==> src/rtl/mem_arbiter_if.sv <==
// Bus bundle between the two requesters, the arbiter and the data RAM.
// The slave modport is the arbiter's view; the master modport is the environment's view.
interface mem_arbiter_if #(
    parameter int ADDR_BITS = 14
);
    logic                 p0_req;
    logic                 p1_req;
    logic [3:0]           p0_we;
    logic [3:0]           p1_we;
    logic [31:0]          p0_addr;
    logic [31:0]          p1_addr;
    logic [31:0]          p0_wdata;
    logic [31:0]          p1_wdata;
    logic                 p0_gnt;
    logic                 p1_gnt;
    logic                 p0_rvalid;
    logic                 p1_rvalid;
    logic [31:0]          p0_rdata;
    logic [31:0]          p1_rdata;
    logic                 p0_err;
    logic                 p1_err;
    logic                 mem_en;
    logic [3:0]           mem_we;
    logic [ADDR_BITS-1:0] mem_addr;
    logic [31:0]          mem_din;
    logic [31:0]          mem_dout;

    modport slave (
        input  p0_req, p1_req, p0_we, p1_we, p0_addr, p1_addr,
               p0_wdata, p1_wdata, mem_dout,
        output p0_gnt, p1_gnt, p0_rvalid, p1_rvalid, p0_rdata, p1_rdata,
               p0_err, p1_err, mem_en, mem_we, mem_addr, mem_din
    );

    modport master (
        output p0_req, p1_req, p0_we, p1_we, p0_addr, p1_addr,
               p0_wdata, p1_wdata, mem_dout,
        input  p0_gnt, p1_gnt, p0_rvalid, p1_rvalid, p0_rdata, p1_rdata,
               p0_err, p1_err, mem_en, mem_we, mem_addr, mem_din
    );
endinterface

==> src/rtl/mem_arbiter.sv <==
// Two-port round-robin arbiter in front of a single-port data RAM with a
// one-stage response pipeline that routes read data and range errors back.
module mem_arbiter #(
    parameter int          ADDR_BITS = 14,
    parameter logic [15:0] BASE_HI   = 16'h1000
) (
    input logic          clk,
    input logic          rst,
    mem_arbiter_if.slave bus
);
    // last_grant_q = 1 means port 1 was granted most recently, so port 0 wins next contention
    logic        last_grant_q, last_grant_d;
    logic        resp_valid_q, resp_valid_d;
    logic        resp_port_q, resp_port_d;
    logic        resp_read_q, resp_read_d;
    logic        resp_err_q, resp_err_d;

    logic        gnt0_s, gnt1_s, any_gnt_s, sel_s, in_range_s;
    logic [31:0] sel_addr_s, sel_wdata_s;
    logic [3:0]  sel_we_s;
    logic        hit0_s, hit1_s;
    logic        unused_addr_s;

    // Round-robin grant decision
    always_comb begin
        gnt0_s = 1'b0;
        gnt1_s = 1'b0;
        if (rst) begin
            gnt0_s = 1'b0;
            gnt1_s = 1'b0;
        end else if (bus.p0_req && bus.p1_req) begin
            if (last_grant_q) begin
                gnt0_s = 1'b1;
            end else begin
                gnt1_s = 1'b1;
            end
        end else if (bus.p0_req) begin
            gnt0_s = 1'b1;
        end else if (bus.p1_req) begin
            gnt1_s = 1'b1;
        end else begin
            gnt0_s = 1'b0;
            gnt1_s = 1'b0;
        end
    end

    // Granted-request mux and RAM drive
    always_comb begin
        any_gnt_s = gnt0_s | gnt1_s;
        sel_s     = gnt1_s;
        if (sel_s) begin
            sel_addr_s  = bus.p1_addr;
            sel_wdata_s = bus.p1_wdata;
            sel_we_s    = bus.p1_we;
        end else begin
            sel_addr_s  = bus.p0_addr;
            sel_wdata_s = bus.p0_wdata;
            sel_we_s    = bus.p0_we;
        end
        in_range_s   = (sel_addr_s[31:16] == BASE_HI);
        bus.mem_en   = any_gnt_s & in_range_s;
        bus.mem_we   = bus.mem_en ? sel_we_s : 4'b0000;
        bus.mem_addr = sel_addr_s[ADDR_BITS+1:2];
        bus.mem_din  = sel_wdata_s;
        bus.p0_gnt   = gnt0_s;
        bus.p1_gnt   = gnt1_s;
    end

    // Byte lanes below the word index and the high half reach the RAM only indirectly
    assign unused_addr_s = ^sel_addr_s;

    // Next state of the arbitration pointer and the response stage
    always_comb begin
        last_grant_d = any_gnt_s ? sel_s : last_grant_q;
        resp_valid_d = any_gnt_s;
        resp_port_d  = sel_s;
        resp_read_d  = (sel_we_s == 4'b0000);
        resp_err_d   = ~in_range_s;
    end

    // State registers; reset hands the first contention to port 0
    always_ff @(posedge clk) begin
        if (rst) begin
            last_grant_q <= 1'b1;
            resp_valid_q <= 1'b0;
            resp_port_q  <= 1'b0;
            resp_read_q  <= 1'b0;
            resp_err_q   <= 1'b0;
        end else begin
            last_grant_q <= last_grant_d;
            resp_valid_q <= resp_valid_d;
            resp_port_q  <= resp_port_d;
            resp_read_q  <= resp_read_d;
            resp_err_q   <= resp_err_d;
        end
    end

    // Response routing; rst masks a response still sitting in the stage
    always_comb begin
        hit0_s        = resp_valid_q & ~rst & ~resp_port_q;
        hit1_s        = resp_valid_q & ~rst & resp_port_q;
        bus.p0_rvalid = hit0_s & resp_read_q;
        bus.p1_rvalid = hit1_s & resp_read_q;
        bus.p0_err    = hit0_s & resp_err_q;
        bus.p1_err    = hit1_s & resp_err_q;
        if (bus.p0_rvalid && !resp_err_q) begin
            bus.p0_rdata = bus.mem_dout;
        end else begin
            bus.p0_rdata = 32'h0000_0000;
        end
        if (bus.p1_rvalid && !resp_err_q) begin
            bus.p1_rdata = bus.mem_dout;
        end else begin
            bus.p1_rdata = 32'h0000_0000;
        end
    end
endmodule
==> src/flat_wrapper.sv <==
// flat-port wrapper written by rule: the top's interface ports become plain ports
module mem_arbiter_flat 
#(
    parameter int          ADDR_BITS = 14,
    parameter logic [15:0] BASE_HI   = 16'h1000
)
  (clk, rst, bus_p0_req, bus_p1_req, bus_p0_we, bus_p1_we, bus_p0_addr, bus_p1_addr, bus_p0_wdata, bus_p1_wdata, bus_mem_dout, bus_p0_gnt, bus_p1_gnt, bus_p0_rvalid, bus_p1_rvalid, bus_p0_rdata, bus_p1_rdata, bus_p0_err, bus_p1_err, bus_mem_en, bus_mem_we, bus_mem_addr, bus_mem_din);
  mem_arbiter_if #(.ADDR_BITS(ADDR_BITS)) bus_i ();
  input logic clk;
  input logic rst;
  input wire logic [$bits(bus_i.p0_req)-1:0] bus_p0_req;
  input wire logic [$bits(bus_i.p1_req)-1:0] bus_p1_req;
  input wire logic [$bits(bus_i.p0_we)-1:0] bus_p0_we;
  input wire logic [$bits(bus_i.p1_we)-1:0] bus_p1_we;
  input wire logic [$bits(bus_i.p0_addr)-1:0] bus_p0_addr;
  input wire logic [$bits(bus_i.p1_addr)-1:0] bus_p1_addr;
  input wire logic [$bits(bus_i.p0_wdata)-1:0] bus_p0_wdata;
  input wire logic [$bits(bus_i.p1_wdata)-1:0] bus_p1_wdata;
  input wire logic [$bits(bus_i.mem_dout)-1:0] bus_mem_dout;
  output wire logic [$bits(bus_i.p0_gnt)-1:0] bus_p0_gnt;
  output wire logic [$bits(bus_i.p1_gnt)-1:0] bus_p1_gnt;
  output wire logic [$bits(bus_i.p0_rvalid)-1:0] bus_p0_rvalid;
  output wire logic [$bits(bus_i.p1_rvalid)-1:0] bus_p1_rvalid;
  output wire logic [$bits(bus_i.p0_rdata)-1:0] bus_p0_rdata;
  output wire logic [$bits(bus_i.p1_rdata)-1:0] bus_p1_rdata;
  output wire logic [$bits(bus_i.p0_err)-1:0] bus_p0_err;
  output wire logic [$bits(bus_i.p1_err)-1:0] bus_p1_err;
  output wire logic [$bits(bus_i.mem_en)-1:0] bus_mem_en;
  output wire logic [$bits(bus_i.mem_we)-1:0] bus_mem_we;
  output wire logic [$bits(bus_i.mem_addr)-1:0] bus_mem_addr;
  output wire logic [$bits(bus_i.mem_din)-1:0] bus_mem_din;
  assign bus_i.p0_req = bus_p0_req;
  assign bus_i.p1_req = bus_p1_req;
  assign bus_i.p0_we = bus_p0_we;
  assign bus_i.p1_we = bus_p1_we;
  assign bus_i.p0_addr = bus_p0_addr;
  assign bus_i.p1_addr = bus_p1_addr;
  assign bus_i.p0_wdata = bus_p0_wdata;
  assign bus_i.p1_wdata = bus_p1_wdata;
  assign bus_i.mem_dout = bus_mem_dout;
  assign bus_p0_gnt = bus_i.p0_gnt;
  assign bus_p1_gnt = bus_i.p1_gnt;
  assign bus_p0_rvalid = bus_i.p0_rvalid;
  assign bus_p1_rvalid = bus_i.p1_rvalid;
  assign bus_p0_rdata = bus_i.p0_rdata;
  assign bus_p1_rdata = bus_i.p1_rdata;
  assign bus_p0_err = bus_i.p0_err;
  assign bus_p1_err = bus_i.p1_err;
  assign bus_mem_en = bus_i.mem_en;
  assign bus_mem_we = bus_i.mem_we;
  assign bus_mem_addr = bus_i.mem_addr;
  assign bus_mem_din = bus_i.mem_din;
  mem_arbiter #(.ADDR_BITS(ADDR_BITS), .BASE_HI(BASE_HI)) u_core (.clk(clk), .rst(rst), .bus(bus_i));
endmodule
==> config.mk <==
export PLATFORM = sky130hd
export DESIGN_NAME = mem_arbiter_flat
export DESIGN_NICKNAME = d
export VERILOG_FILES = /design/src/rtl/mem_arbiter_if.sv /design/src/rtl/mem_arbiter.sv /design/src/flat_wrapper.sv
export SDC_FILE = /design/constraint.sdc
export NUM_CORES = 1
export LEC_CHECK = 0
export CAP_MARGIN = 15
export CORE_AREA = 2 2 112 114
export DETAILED_ROUTE_END_ITERATION = 12
export DIE_AREA = 0 0 114 116
export PLACE_DENSITY = 0.61
export SYNTH_ARGS = -nofsm -noshare
export SYNTH_HDL_FRONTEND = slang
export SYNTH_SLANG_ARGS = --single-unit
export TNS_END_PERCENT = 1
==> constraint.sdc <==
create_clock -name clk -period 2.75 [get_ports clk]
set_input_delay 0.55 -clock clk [delete_from_list [all_inputs] [get_ports clk]]
set_output_delay 0.55 -clock clk [all_outputs]
set_load 0.01 [all_outputs]
# [Word-level counts from Yosys, hierarchy flattened]
# Index checks and enable logic that the tools add are counted.
[classes] n_eq_ne=1 n_mux=15 bitwise_logic=12 n_reduce_logical=5
[ops] operator="two-way mux 32 bit" n=4
[ops] operator="equality test 16 x 13 -> 1 bit (second input constant)" n=1
[ops] operator="two-way mux 1 bit" n=9
[ops] operator="AND 1 bit" n=8
[ops] operator="two-way mux 4 bit" n=2
[ops] operator="logical NOT 4 bit" n=1
[ops] operator="logical AND 1 bit" n=3
[ops] operator="inverter 1 bit" n=3
[ops] operator="logical NOT 1 bit" n=1
[ops] operator="bitwise OR 1 bit" n=1
[totals] register_bits=5 in_bits=172 out_inout_bits=121 wordCells=38

# [Depth between registers and ports, before layout]
# Gate-level depths: netlist of the first run.
[depth] ltp_word=8 ltp_mapped=8 depth_no_buf=5

# [Least setup slack after synthesis of the first run]
# OpenSTA, ideal clock, no wires.
[synth_timing] path_kind="in2out" start="in bus_p1_addr[16]" end="out bus_mem_en" arrival_ps=1638 required_ps=2200 setup_slack_ps=562 stages=3 n_path_buf=0 path_cell_list="or4_4 > nor4_4 > o21bai_1"
[synth_via] elab_chain_len=3
[synth_lines] element="start: declaration" line="flat_wrapper.sv:16" source="input wire logic [$bits(bus_i.p1_addr)-1:0] bus_p1_addr;"
[synth_lines] element="two-way mux 32 bit" line="mem_arbiter.sv:51" source="if (sel_s) begin"
[synth_lines] element="equality test 16 x 13 -> 1 bit" line="mem_arbiter.sv:60" source="in_range_s = (sel_addr_s[31:16] == BASE_HI);"
[synth_lines] element="AND 1 bit" line="mem_arbiter.sv:61" source="bus.mem_en = any_gnt_s & in_range_s;"
[synth_lines] element="end: declaration" line="flat_wrapper.sv:28" source="output wire logic [$bits(bus_i.mem_en)-1:0] bus_mem_en;"
# No other way between the ends.

# [Worst setup path in the final report of the first run]
[layout_timing] start="in bus_p1_addr[26]" end="out bus_mem_we[3]"
[layout_via] elab_chain_len=4
[layout_lines] element="two-way mux 32 bit" line="mem_arbiter.sv:51"
[layout_lines] element="equality test 16 x 13 -> 1 bit" line="mem_arbiter.sv:60"
[layout_lines] element="AND 1 bit" line="mem_arbiter.sv:61"
[layout_lines] element="two-way mux 4 bit" line="mem_arbiter.sv:62" source="bus.mem_we = bus.mem_en ? sel_we_s : 4'b0000;"
[layout_lines] element="end: declaration" line="flat_wrapper.sv:29" source="output wire logic [$bits(bus_i.mem_we)-1:0] bus_mem_we;"
# No other way between the ends.

==> results.toml, run 1 <==
[route]
vias_per_cell = 4.008
routed_wl_um = 10060
drc = 0
wl_per_cell_um = 14.09
ant_nets = 0
first_iter_violations = 57
via_count = 2862
first_pass_iters = 4

[clock_network]
cts.sinks = 5
postCtsHoldBufs = 0
numCtsBuffers = 3
h-tree-depth = 1
clock_tree.root_cell = "clkbuf_16"
cts.clk_slew.worst_paths_ns = 0.03
clk_latency_ns = 0.22
cts_buffer_depth = 2
cts_tree = "yes"

[sta]
hold_slack_ns = 0.5367
hold_viol_final = 0
period_needed_ns = 2.695
worstMarginPinSlew_ns = 0.4955
setup_viol = 0
fmax_ghz = 0.3711
period_share_pct = 98.00
skew_ns = 0.0005639
max-slew-margin-rel_pct = 66.66
finalSetupTns_ns = 0
rsz0062_at_grt = "true"
slew_violations = 0

[die]
ios = 293
fp.dieArea_mm2 = 0.01322
core_area_mm2 = 0.01191
start_util_pct = 11.65
die_y_um = 116
die_x_um = 114
rows = 40

[yosys]
ys_ff_latch = 5
syn_inst = 270
syn_avg_cell_area_um2 = 5.139
synthXorXnorAreaFrac_pct = 0
yosysSeqAreaShare_pct = 7.214
yosys.area.top_type = "nand2_1"
synth_adder_area_share_pct = 0
syn_area_mm2 = 0.001388
ys_types = 25
yosysTopAreaCellShare_pct = 38.68
synth_compound_area_share_pct = 5.050
yosys-top-cells-area = "nand2_1, and2_1, dfxtp_1, clkbuf_1, nor4_1"
synth_top_family_by_area = "simple AND/OR/NAND/NOR gates"
synth_mux_area_share_pct = 0
synth_nets = 442
synthSimpleGateAreaFrac_pct = 80.97
yosysWarningCount = 0

[final_layout]
final_cells = 714
fin_nets = 740
finalInstanceArea_mm2 = 0.004741
antenna_cells = 0
final_layout_size_suffix_gt1_share_pct = 7.760
area_growth_pct = 241.7

[power_and_ir_drop]
ir_drop_v = 0.0001487
p_leak_nw = 2.442
total_power_mw = 0.8288
power.density_mw_per_mm2 = 174.8

[job]
cap_violations = 0

[critical_path]
critPathRequiredTime_ns = 2.20
critPathKind = "primary input to output port"
startpoint = "bus_p1_addr[26]"
worstSetupEndpointType = "output port"
r2r_setup_slack_ns = 1.19
start_kind = "primary input"
r2r-start = "u_core.last_grant_q"
worst_ep_arrival_time_ns = 2.14
crit_chain = "clkdlybuf4s50_1, or4_4, nor4_4, buf_4, o2bb2ai_1, buf_2"
cp_max_fo = 4
cp_slowest_stage_delay_ns = 0.49
slowest_stage = "or4_4"

[place]
placed_cell_area_mm2 = 0.004548
portBuffers = 288
placed_cells = 703
place.gp.congestion = 0.7210
place_hpwl_um = 8412

[run_status]
outcome = "completed"

[global_routing]
antenna_found_initial = 0
grt_start_max_net_pins = 38
grt_pass1_vias = 2868
grt.overflow.total = 0
grt_pass1_wl_um = 14510
grtUsageTotal_pct = 13.88

[hold_path]
hp-class = "flip-flop to flip-flop"
hp-start = "u_core.last_grant_q"
==> worst max-delay path, delay by kind of cell <==
family / cells / cell delay [ns]
AOI/OAI and AO/OA: 1 / 0.10
buffers and inverters: 3 / 0.73
and+or+nand+nor: 2 / 0.77
==> final timing paths <==
check / to / cells past startpoint
min: u_core.last_grant_q / 1
max reg2reg: u_core.resp_err_q / 6
max: bus_mem_we[3] / 6
min reg2reg: u_core.last_grant_q / 1
==> routing by layer <==
layer | wire, um | track usage, %
met3 | 1007 | 3.243
met1 | 3466 | 13.90
met2 | 5482 | 28.81
met5 | 0 | 0
met4 | 107 | 2.846
==> through the flow <==
step,setup slack (ns),utilization (%)
floorplan,0.5622,-
global placement,-0.4999,38.18
detailed placement,-0.4740,38.18
CTS,-0.008129,39.61
global route,-0.009400,39.80
finish,0.05507,39.80
==> final cells by class <==
type	instances	area, um2
clock buffer	4	78.83
timing repair buffer	310	3108
multi-input combinational	243	1246
sequential	5	100.1
inverter	5	23.77
tap	147	183.9
fill	1223	7171
==> cell usage in the layout, fill, tap and decap left out, drive strengths merged <==
cell,instances
o21bai,1
dlygate4sd2,83
a21oi,2
nor4b,1
and2b,1
dlymetal6s2s,5
nand3,4
a211o,2
nor4,8
nor2b,2
and2,64
and3,2
dfxtp,5
clkbuf,4
nand2,143
nor3,3
clkdlybuf4s50,194
clkdlybuf4s15,1
inv,5
or4,1
buf,24
o2bb2ai,4
nor2,3
or4b,1
nand4,1
bufbuf,3
==> power by group <==
group	total [mW]	switching [mW]	internal, mW
registers	0.0811	0.00394	0.0771
logic	0.511	0.170	0.342
clock network	0.236	0.0447	0.192
==> cells in the mapped netlist, drive strengths merged <==
master   number
a211o         2
a21oi         2
and2         64
and2b         1
and3          2
buf           5
clkbuf       12
dfxtp         5
inv           5
nand2       143
nand3         4
nand4         1
nor2          3
nor2b         2
nor3          3
nor4          8
nor4b         1
o21bai        1
o2bb2ai       4
or4           1
or4b          1
==> timing repair <==
action | 4_1_cts | 5_1_grt
resized for setup | 120 | 7
gates cloned | 4 | 0
pin swaps | 3 | 3
endpoints found under the setup margin | 116 | 36
setup buffers | 3 | 0
==> state kept, by name, indices dropped and copies added (netlist names) <==
name and cells:
u_core.last_grant_q 1, u_core.resp_valid_q 1, u_core.resp_err_q 1, u_core.resp_read_q 1
u_core.resp_port_q 1
==> cells by family (layout without fill, tap and decap cells) <==
group / after synthesis / count (layout)
buffers and inverters: 22 / 319
AND/OR/NAND/NOR: 234 / 234
flip-flops: 5 / 5
AO/OA/AOI/OAI: 9 / 9
Note: power is estimated with default switching activity, not from simulation.
==> run 2: changes to the inputs <==
ABC_CLOCK_PERIOD_IN_PS = 2750   (was default)
CELL_PAD_IN_SITES_DETAIL_PLACEMENT = 0   (was default)
CELL_PAD_IN_SITES_GLOBAL_PLACEMENT = 1   (was default)
CORE_AREA = default   (was 2 2 112 114)
CORE_MARGIN = 2   (was default)
CORE_UTILIZATION = 10   (was default)
DIE_AREA = default   (was 0 0 114 116)
PLACE_DENSITY = 0.94   (was 0.61)
==> results.toml, run 2 (synthesis gave the netlist of run 1 again) <==
[critical_path]
startpoint = "bus_p1_req"
cp_max_fo = 31
rr_endpoint = "u_core.resp_err_q"
crit_buf_inv = 4
r2r_setup_slack_ns = 1.16
critPathKind = "primary input to output port"
reg2reg_depth = 7
start_kind = "primary input"
worstSetupEndpointType = "output port"
cp_slowest_stage_delay_ns = 0.48
slowest_stage = "clkdlybuf4s50_1"
r2r-start = "u_core.last_grant_q"
crit_chain = "clkdlybuf4s50_1, inv_1, a211o_4, buf_4, nand2_1, nand2_1, clkdlybuf4s50_1"
crit_family = "buffers and inverters"
critPathRequiredTime_ns = 2.20
worst_ep_arrival_time_ns = 2.31

[final_layout]
layout_commonest_cell = "clkdlybuf4s50_1"
final_cells = 749
regArea_um2 = 100.1
area_growth_pct = 231.9
final_core_util_pct = 33.57
final_cell_mix = "clkdlybuf4s50_1, nand2_1, dlygate4sd2_1"
antenna_cells = 0
multiInputGateArea_mm2 = 0.001231
fin_nets = 742
fill_cells = 1501
final_layout_size_suffix_gt1_share_pct = 10.90

[hold_path]
hold_path_depth = 1
hold_end = "u_core.last_grant_q"
hp-class = "flip-flop to flip-flop"
hp-start = "u_core.last_grant_q"

[die]
fp.dieArea_mm2 = 0.01483
rows = 43
die_x_um = 121.8
ios = 293
die_y_um = 121.8
core_area_mm2 = 0.01372
start_util_pct = 10.11

[sta]
hold_slack_ns = 0.5138
period_share_pct = 104.0
setup_viol = 5
skew_ns = 0.002482
slew_violations = 0
finalWorstSetupSlack_ns = -0.1092
hold_viol_final = 0
worstMarginPinSlew_ns = 0.3450
finalSetupTns_ns = -0.4505
fmax_ghz = 0.3497
period_needed_ns = 2.859
rsz0062_at_grt = "true"
max-slew-margin-rel_pct = 77.00

[route]
via_count = 2835
ant_nets = 0
drc = 0
wl_per_cell_um = 11.84
first_pass_iters = 4
routed_wl_um = 8869
vias_per_cell = 3.785
first_iter_violations = 67

[run_status]
outcome = "finished with violations"
violations = "negative setup slack"

[clock_network]
clk_latency_ns = 0.23
numCtsBuffers = 3
postCtsHoldBufs = 0
cts_tree = "yes"
h-tree-depth = 1
cts.sinks = 5
clock_tree.root_cell = "clkbuf_16"
cts.clk_slew.worst_paths_ns = 0.03
cts_buffer_depth = 2

[power_and_ir_drop]
total_power_mw = 0.7966
power.density_mw_per_mm2 = 173.0
ir_drop_v = 0.0001528
p_leak_nw = 2.372

[place]
portBuffers = 288
place_hpwl_um = 7184
placed_cells = 738
place.gp.congestion = 0.7371

[global_routing]
grt.overflow.total = 0
grt_pass1_vias = 2679
grt_pass1_wl_um = 12860
grt_start_max_net_pins = 32
grtUsageTotal_pct = 10.80
antenna_found_initial = 1

[job]
cap_violations = 0
[run 2: metal layers]
layer  vias to the layer above  routed length [um]  GRT usage [%]
met2                       188                4741          22.42
met3                         6                1012          2.575
met5                         -                   0              0
li1                       1442                   -              -
met4                         0                  70          1.940
met1                      1199                3045          10.74
[run 2: worst max-delay path by stage]
stage,endpoint,depth (start not counted)
6_report,bus_mem_addr[6],7
5_1_grt,bus_mem_addr[0],8
4_1_cts,bus_mem_addr[6],7
3_5_place_dp,bus_mem_we[3],6
3_3_place_gp,bus_mem_we[0],6
2_1_floorplan,bus_mem_en,3
[run 2: layout make-up]
type	instances	area share, %
inverters	5	0.4618
flip-flops and latches	5	2.173
multi-input cells	243	26.73
clock buffers	4	1.711
well taps	180	4.890
repair buffers	312	64.03
[run 2: power by group]
group,total (mW),switching (mW),internal [mW]
Combinational,0.476,0.161,0.315
Sequential,0.0810,0.00388,0.0771
Clock,0.239,0.0474,0.192
Total,0.797,0.212,0.584
[run 2: what timing repair did]
| action | in CTS | in global routing |
|---|---|---|
| buffers inserted | 4 | 0 |
| cloned | 3 | 0 |
| hold endpoints to repair | 0 | 0 |
| endpoints found under the setup margin | 116 | 39 |
| gates resized for setup | 141 | 51 |
| pin swaps | 5 | 0 |
[run 2: metrics by stage]
| step | setup WS, ns | instance area, um2 |
|---|---|---|
| after floorplan | 0.5622 | 1388 |
| after global placement | -0.4720 | 4592 |
| after detailed placement | -0.5058 | 4592 |
| after CTS | -0.1536 | 4658 |
| after global routing | -0.1810 | 4606 |
| final | -0.1092 | 4606 |
